### src/rtl/fft_8_sdf_pkg.sv
// Shared constants and types for the 8-point single-path delay-feedback FFT controller.
// Latency: n/a (types and constants only).
// Backpressure: n/a.
package fft_8_sdf_pkg;

  localparam int N     = 8;
  localparam int LOG2N = 3;

  typedef enum logic [1:0] {
    IDLE  = 2'd0,
    RUN   = 2'd1,
    FLUSH = 2'd2
  } state_t;

  // End-to-end datapath latency in enabled cycles: three butterfly stages of
  // 4/2/1 delay-line depth plus the per-stage pipeline registers.
  function automatic int calc_lat(input int stage_lat);
    return 7 + 3 * stage_lat;
  endfunction

endpackage

### src/rtl/fft_8_sdf_ctrl.sv
// Control sequencer for an 8-point radix-2 SDF FFT: stage muxes, twiddles, output tagging.
// Latency: controls are combinational from state; a sample's result emerges LAT enabled cycles after transfer.
// Backpressure: in_valid low mid-frame freezes the whole pipe; during flush new frames are accepted only on a frame boundary.
module fft_8_sdf_ctrl
  import fft_8_sdf_pkg::*;
#(
  parameter int STAGE_LAT = 1
) (
  input  logic       clk,
  input  logic       rst,
  input  logic       in_valid,
  output logic       in_ready,
  output logic       dp_en,
  output logic       zero_in,
  output logic       s1_sel,
  output logic       s2_sel,
  output logic       s3_sel,
  output logic [1:0] tw1_idx,
  output logic       tw2_negj,
  output logic       out_valid,
  output logic [2:0] out_idx,
  output logic       out_frame_start,
  output logic       busy
);

  localparam int LAT = calc_lat(STAGE_LAT);

  // Stage offsets relative to the master counter. Stage 2 only ever looks at
  // its two low bits and stage 3 only at its LSB, so the offsets are kept at
  // exactly those widths (subtraction modulo 4 / modulo 2 preserves the low bits).
  localparam logic [1:0]       OFF2 = 2'((4 + STAGE_LAT) % 4);
  localparam logic             OFF3 = 1'((6 + 2 * STAGE_LAT) % 2);
  localparam logic [LOG2N-1:0] OFFO = LOG2N'(LAT % N);

  state_t           state;
  logic [LOG2N-1:0] m;
  logic [LAT-1:0]   vsr;

  logic             rdy_i;
  logic             xfer;
  logic             bnd_flush;
  logic             flush_now;
  logic             adv;
  logic [LOG2N-1:0] m_nxt;
  logic [LAT-1:0]   vsr_nxt;
  logic [LOG2N-1:0] c1;
  logic [1:0]       c2;
  logic             c3;
  logic [LOG2N-1:0] cout;

  // Bit-reversal of the output counter gives the natural frequency bin.
  function automatic logic [LOG2N-1:0] bitrev(input logic [LOG2N-1:0] v);
    logic [LOG2N-1:0] r;
    for (int i = 0; i < LOG2N; i++) begin
      r[i] = v[LOG2N-1-i];
    end
    return r;
  endfunction

  // Input acceptance: always open except while flushing mid-frame, where a new
  // frame may only start on a frame boundary so its samples line up with m.
  always_comb begin
    rdy_i = 1'b1;
    if (state == FLUSH) begin
      rdy_i = (m == '0);
    end
  end

  assign xfer      = in_valid & rdy_i;
  // A frame boundary with no new input and results still in flight starts the
  // flush in this very cycle, so a frame's outputs never see a bubble.
  assign bnd_flush = (state == RUN) & ~in_valid & (m == '0) & (|vsr);
  assign flush_now = (state == FLUSH) | bnd_flush;
  assign adv       = xfer | flush_now;
  assign m_nxt     = m + 1'b1;
  assign vsr_nxt   = {vsr[LAT-2:0], xfer};

  // Per-stage phase counters, all delayed copies of the master counter.
  assign c1   = m;
  assign c2   = m[1:0] - OFF2;
  assign c3   = m[0] ^ OFF3;
  assign cout = m - OFFO;

  // Master counter and result-valid pipeline advance together with the datapath.
  always_ff @(posedge clk or negedge rst) begin
    if (!rst) begin
      m   <= '0;
      vsr <= '0;
    end else if (adv) begin
      m   <= m_nxt;
      vsr <= vsr_nxt;
    end
  end

  // Frame-level FSM: idle until a sample arrives, run while input streams,
  // flush zeros until every in-flight result has left and m has wrapped.
  always_ff @(posedge clk or negedge rst) begin
    if (!rst) begin
      state <= IDLE;
    end else begin
      unique case (state)
        IDLE: begin
          if (xfer) begin
            state <= RUN;
          end
        end
        RUN: begin
          if (!in_valid && (m == '0)) begin
            state <= (|vsr) ? FLUSH : IDLE;
          end
        end
        FLUSH: begin
          if (xfer) begin
            state <= RUN;
          end else if ((vsr_nxt == '0) && (m_nxt == '0)) begin
            state <= IDLE;
          end
        end
        default: state <= IDLE;
      endcase
    end
  end

  // Output decode; reset overrides everything so the datapath sees safe values
  // the moment reset is asserted, without waiting for a clock.
  always_comb begin
    in_ready        = 1'b1;
    dp_en           = 1'b0;
    zero_in         = 1'b0;
    s1_sel          = 1'b0;
    s2_sel          = 1'b0;
    s3_sel          = 1'b0;
    tw1_idx         = 2'b00;
    tw2_negj        = 1'b0;
    out_valid       = 1'b0;
    out_idx         = '0;
    out_frame_start = 1'b0;
    busy            = 1'b0;
    if (rst) begin
      in_ready        = rdy_i;
      dp_en           = adv;
      zero_in         = flush_now & ~xfer;
      s1_sel          = c1[2];
      s2_sel          = c2[1];
      s3_sel          = c3;
      tw1_idx         = c1[2] ? 2'b00 : c1[1:0];
      tw2_negj        = ~c2[1] & c2[0];
      out_valid       = adv & vsr[LAT-1];
      out_idx         = bitrev(cout);
      out_frame_start = adv & vsr[LAT-1] & (cout == '0);
      busy            = (state != IDLE);
    end
  end

endmodule

### config.mk
export PLATFORM = sky130hd
export DESIGN_NAME = fft_8_sdf_ctrl
export DESIGN_NICKNAME = d
export VERILOG_FILES = /design/src/rtl/fft_8_sdf_pkg.sv /design/src/rtl/fft_8_sdf_ctrl.sv
export SDC_FILE = /design/constraint.sdc
export NUM_CORES = 1
export LEC_CHECK = 0
export ABC_AREA = 1
export CELL_PAD_IN_SITES_DETAIL_PLACEMENT = 2
export CELL_PAD_IN_SITES_GLOBAL_PLACEMENT = 2
export CORE_MARGIN = 4
export CORE_UTILIZATION = 29
export CTS_CLUSTER_DIAMETER = 40
export DETAILED_ROUTE_END_ITERATION = 10
export PLACE_DENSITY_LB_ADDON = 0.05
export SYNTH_ARGS = -nofsm -noshare
export SYNTH_HDL_FRONTEND = slang
export SYNTH_SLANG_ARGS = --single-unit
### constraint.sdc
create_clock -name clk -period 2.1 [get_ports clk]
set_clock_uncertainty 0.05 [all_clocks]
set_input_delay 0.42 -clock clk [delete_from_list [all_inputs] [get_ports clk]]
set_output_delay 0.42 -clock clk [all_outputs]
set_load 0.02 [all_outputs]
==> results.py, run 1 <==
metrics = {
    "status": {
        "status": "finished, violations left",
        "violations": "setup timing",
    },
    "global_route": {
        "grt-ovfl-total": 0,
        "grt_pass1_vias": 1059,
        "grt_max_degree": 14,
        "antenna_found_initial": 0,
        "grt_pass1_wl_mm": 4.719,
        "grt_use_total": 0.1463,
    },
    "critical_path": {
        "reg2regPathDepth": 8,
        "r2r_slack_ps": 420,
        "timing.rr.end": "vsr[2]",
        "path_max_fanout": 4,
        "path_class": "flip-flop to output port",
        "cp_data_required_time_ps": 1630,
        "crit_start": "c1[0]",
        "end_kind": "output port",
        "crit_top_cell": "nand3_4",
        "crit_cells": 9,
        "arrival_ps": 1690,
        "crit_family": "simple AND/OR/NAND/NOR gates",
        "endpoint": "out_frame_start",
        "crit_chain": "inv_2, ha_4, nand2_4, nor3_4, nand2_2, nand3_4, nand3_4, nor2_4, buf_6",
        "cp_slowest_cell": "dfrtp_1",
        "r2r_start": "state[0]",
        "crit_path_max_incr_delay_ps": 410,
        "worst_setup_path_start_kind": "flip-flop",
        "crit_buf_inv": 2,
    },
    "clocking": {
        "htreeDepth": 1,
        "root_buffer": "clkbuf_4",
        "cts.sinks": 15,
        "ctsHoldBuffers": 0,
        "cts_buffers": 3,
        "clk_latency_ps": 290,
        "path_clk_slew_ps": 90,
        "cts_tree": "yes",
        "clockBufferDepth": 2,
    },
    "power": {
        "p_sw_mw": 0.9252,
        "swShare": 0.4529,
        "p_comb_frac": 0.664,
        "power.internal_mw": 1.118,
        "clkPwrFrac": 0.086,
        "p_per_area_mw_per_mm2": 1404,
        "p_leak_nw": 0.7910,
        "finalPower_mw": 2.043,
        "power_frac_seq": 0.250,
        "peakVddDrop_uv": 458.2,
    },
    "placement": {
        "place.gp.congestion": 0.7786,
        "port-buffer-count": 17,
        "pre_cts_ws_ps": -518.6,
        "placed_cells": 207,
        "dp_hpwl_mm": 2.213,
    },
    "layout": {
        "diodes": 0,
        "fin_cells": 215,
        "final-seq-area_um2": 375.4,
        "final_nets": 181,
        "drive_above_1_share": 0.4503,
        "fill_cells": 365,
        "area_growth_pct": 52.83,
        "multiInputGateArea_um2": 500.5,
    },
    "synthesis": {
        "ys_seq_area_frac": 0.3942,
        "syn_area_um2": 952.2,
        "ys_types": 20,
        "synthArstFlopShare": 1.000,
        "synthTopCellsByArea": "dfrtp_1, nand2_1, o21ai_2",
        "synth_top_area_share": 0.3942,
        "yosys_warnings": 0,
        "ys_seq_elements": 15,
        "synth_most_common_cell": "nand2_1",
        "ys.flop_type": "dfrtp_1",
        "synth-edff-count": 0,
        "syn_area_per_cell_um2": 7.935,
        "synthCells": 120,
        "synth_nets": 129,
        "ys_top_cells_by_count": "nand2_1, inv_1, dfrtp_1, nor2_1, o21ai_2",
        "synth_top_area_cell": "dfrtp_1",
    },
    "sta": {
        "hold_viol_final": 0,
        "setup_viol": 3,
        "tightest_slew_ps": 344.9,
        "layout_min_cycle_time_ps": 2156,
        "max_slew_margin": 0.7684,
        "drv_slew": 0,
        "rsz0062_at_grt": "yes",
        "worst_hold_slack_ps": 412.2,
        "finalCritPeriodShare": 1.027,
        "max_freq_ghz": 0.4638,
        "final.setup.worst_slack_ps": -56.06,
    },
    "detailed_routing": {
        "wl_met3_um": 81,
        "first_iter_violations": 13,
        "ant_nets": 0,
        "drc": 0,
        "wl_per_cell_um": 13.93,
        "dr_wl_met2_mm": 1.638,
        "drt-vias-per-instance": 4.437,
        "vias": 954,
        "wl_met1_mm": 1.218,
        "drtPass1Iterations": 4,
        "routed_wl_mm": 2.995,
        "maxUsedRoutingLayer": "met4",
    },
    "die": {
        "pin_count": 18,
        "die_area_mm2": 0.004264,
        "die_w_um": 65.30,
        "start_util": 0.3069,
        "die_h_um": 65.30,
        "num_rows": 20,
        "coreArea_mm2": 0.003103,
    },
    "job": {
        "drv_cap": 0,
    },
    "hold_path": {
        "holdCritPathClass": "input port to async pin",
    },
}
layer usage:
layer	GRT usage	vias up
met3	0.01709	5
met1	0.1647	471
li1	-	464
met5	0	-
met4	0.06995	0
met2	0.2705	14
flip-flops by register name, indices dropped and copies added, names as in the netlist:
| name | cells |
|---|---|
| vsr | 10 |
| c1 | 3 |
| state | 2 |
power groups by stage:
stage	combinational (mW)	sequential, mW	clock (mW)
after floorplan	0.672	0.513	0
after global placement	1.21	0.497	0
after detailed placement	1.27	0.507	0
after CTS	1.31	0.513	0.188
after global routing	1.51	0.535	0.204
final	1.36	0.511	0.176
per-stage QoR:
| stage | TNS [ps] | instance area (um^2) | util |
|---|---|---|---|
| after floorplan | 0 | 952.2 | - |
| after global placement | -3363 | 1369 | 0.4411 |
| after detailed placement | -3730 | 1369 | 0.4411 |
| after CTS | -69.20 | 1423 | 0.4585 |
| after global routing | -649.8 | 1455 | 0.4690 |
| final | -106.6 | 1455 | 0.4690 |
worst register-to-register path: stages (launching register included):
cell,delay [ps]
dfrtp_1,420
nor2_1,230
inv_2,90
o21ai_4,190
nand3_4,130
buf_4,150
buf_4,180
nand2_1,90
o21ai_2,50
worst min-delay path by stage:
stage                       from  endpoint
after floorplan              rst     c1[0]
after global routing         rst     c1[2]
after global placement    vsr[2]    vsr[3]
after detailed placement  vsr[0]    vsr[1]
final                        rst     c1[2]
after CTS                    rst     c1[2]
cell families after synthesis:
family	count (synthesis)	share of synthesized area
AO/OA/AOI/OAI	17	0.1472
buffers and inverters	31	0.1419
AND/OR/NAND/NOR	50	0.2286
flip-flops	15	0.3942
XOR/XNOR	1	0.009200
adder cells (fa/ha/maj)	6	0.07884
layout by cell type, fill, tap and decap left out, types with 4 or more instances in the layout:
master,synthesis,final
clkbuf_2,0,4
nand2_1,28,26
ha_1,6,5
inv_2,4,8
dfrtp_1,15,15
inv_1,23,19
nand2_2,3,4
o21ai_2,11,11
nor2_1,13,10
dlygate4sd2_1,0,5
buf_4,1,36
final cells by class:
type / count / share of cell area
Multi-Input combinational cell: 74 / 0.3439
Timing Repair Buffer: 51 / 0.2726
Sequential cell: 15 / 0.2580
Inverter: 27 / 0.06965
Tap cell: 44 / 0.03783
Clock buffer: 4 / 0.01806
timing repair:
item                       in CTS  in global routing
pin swaps                       3                  2
gates resized for setup        43                 17
setup endpoints to repair      15                  9
setup buffers                   1                  3
Power figures use the tool's default switching activity.
==> run 2, diff against run 1 <==
CTS_CLUSTER_SIZE = 8   (was not set)
==> results of run 2 <==
Same layout as run 1: the final DEF is identical, and so are final timing and power.
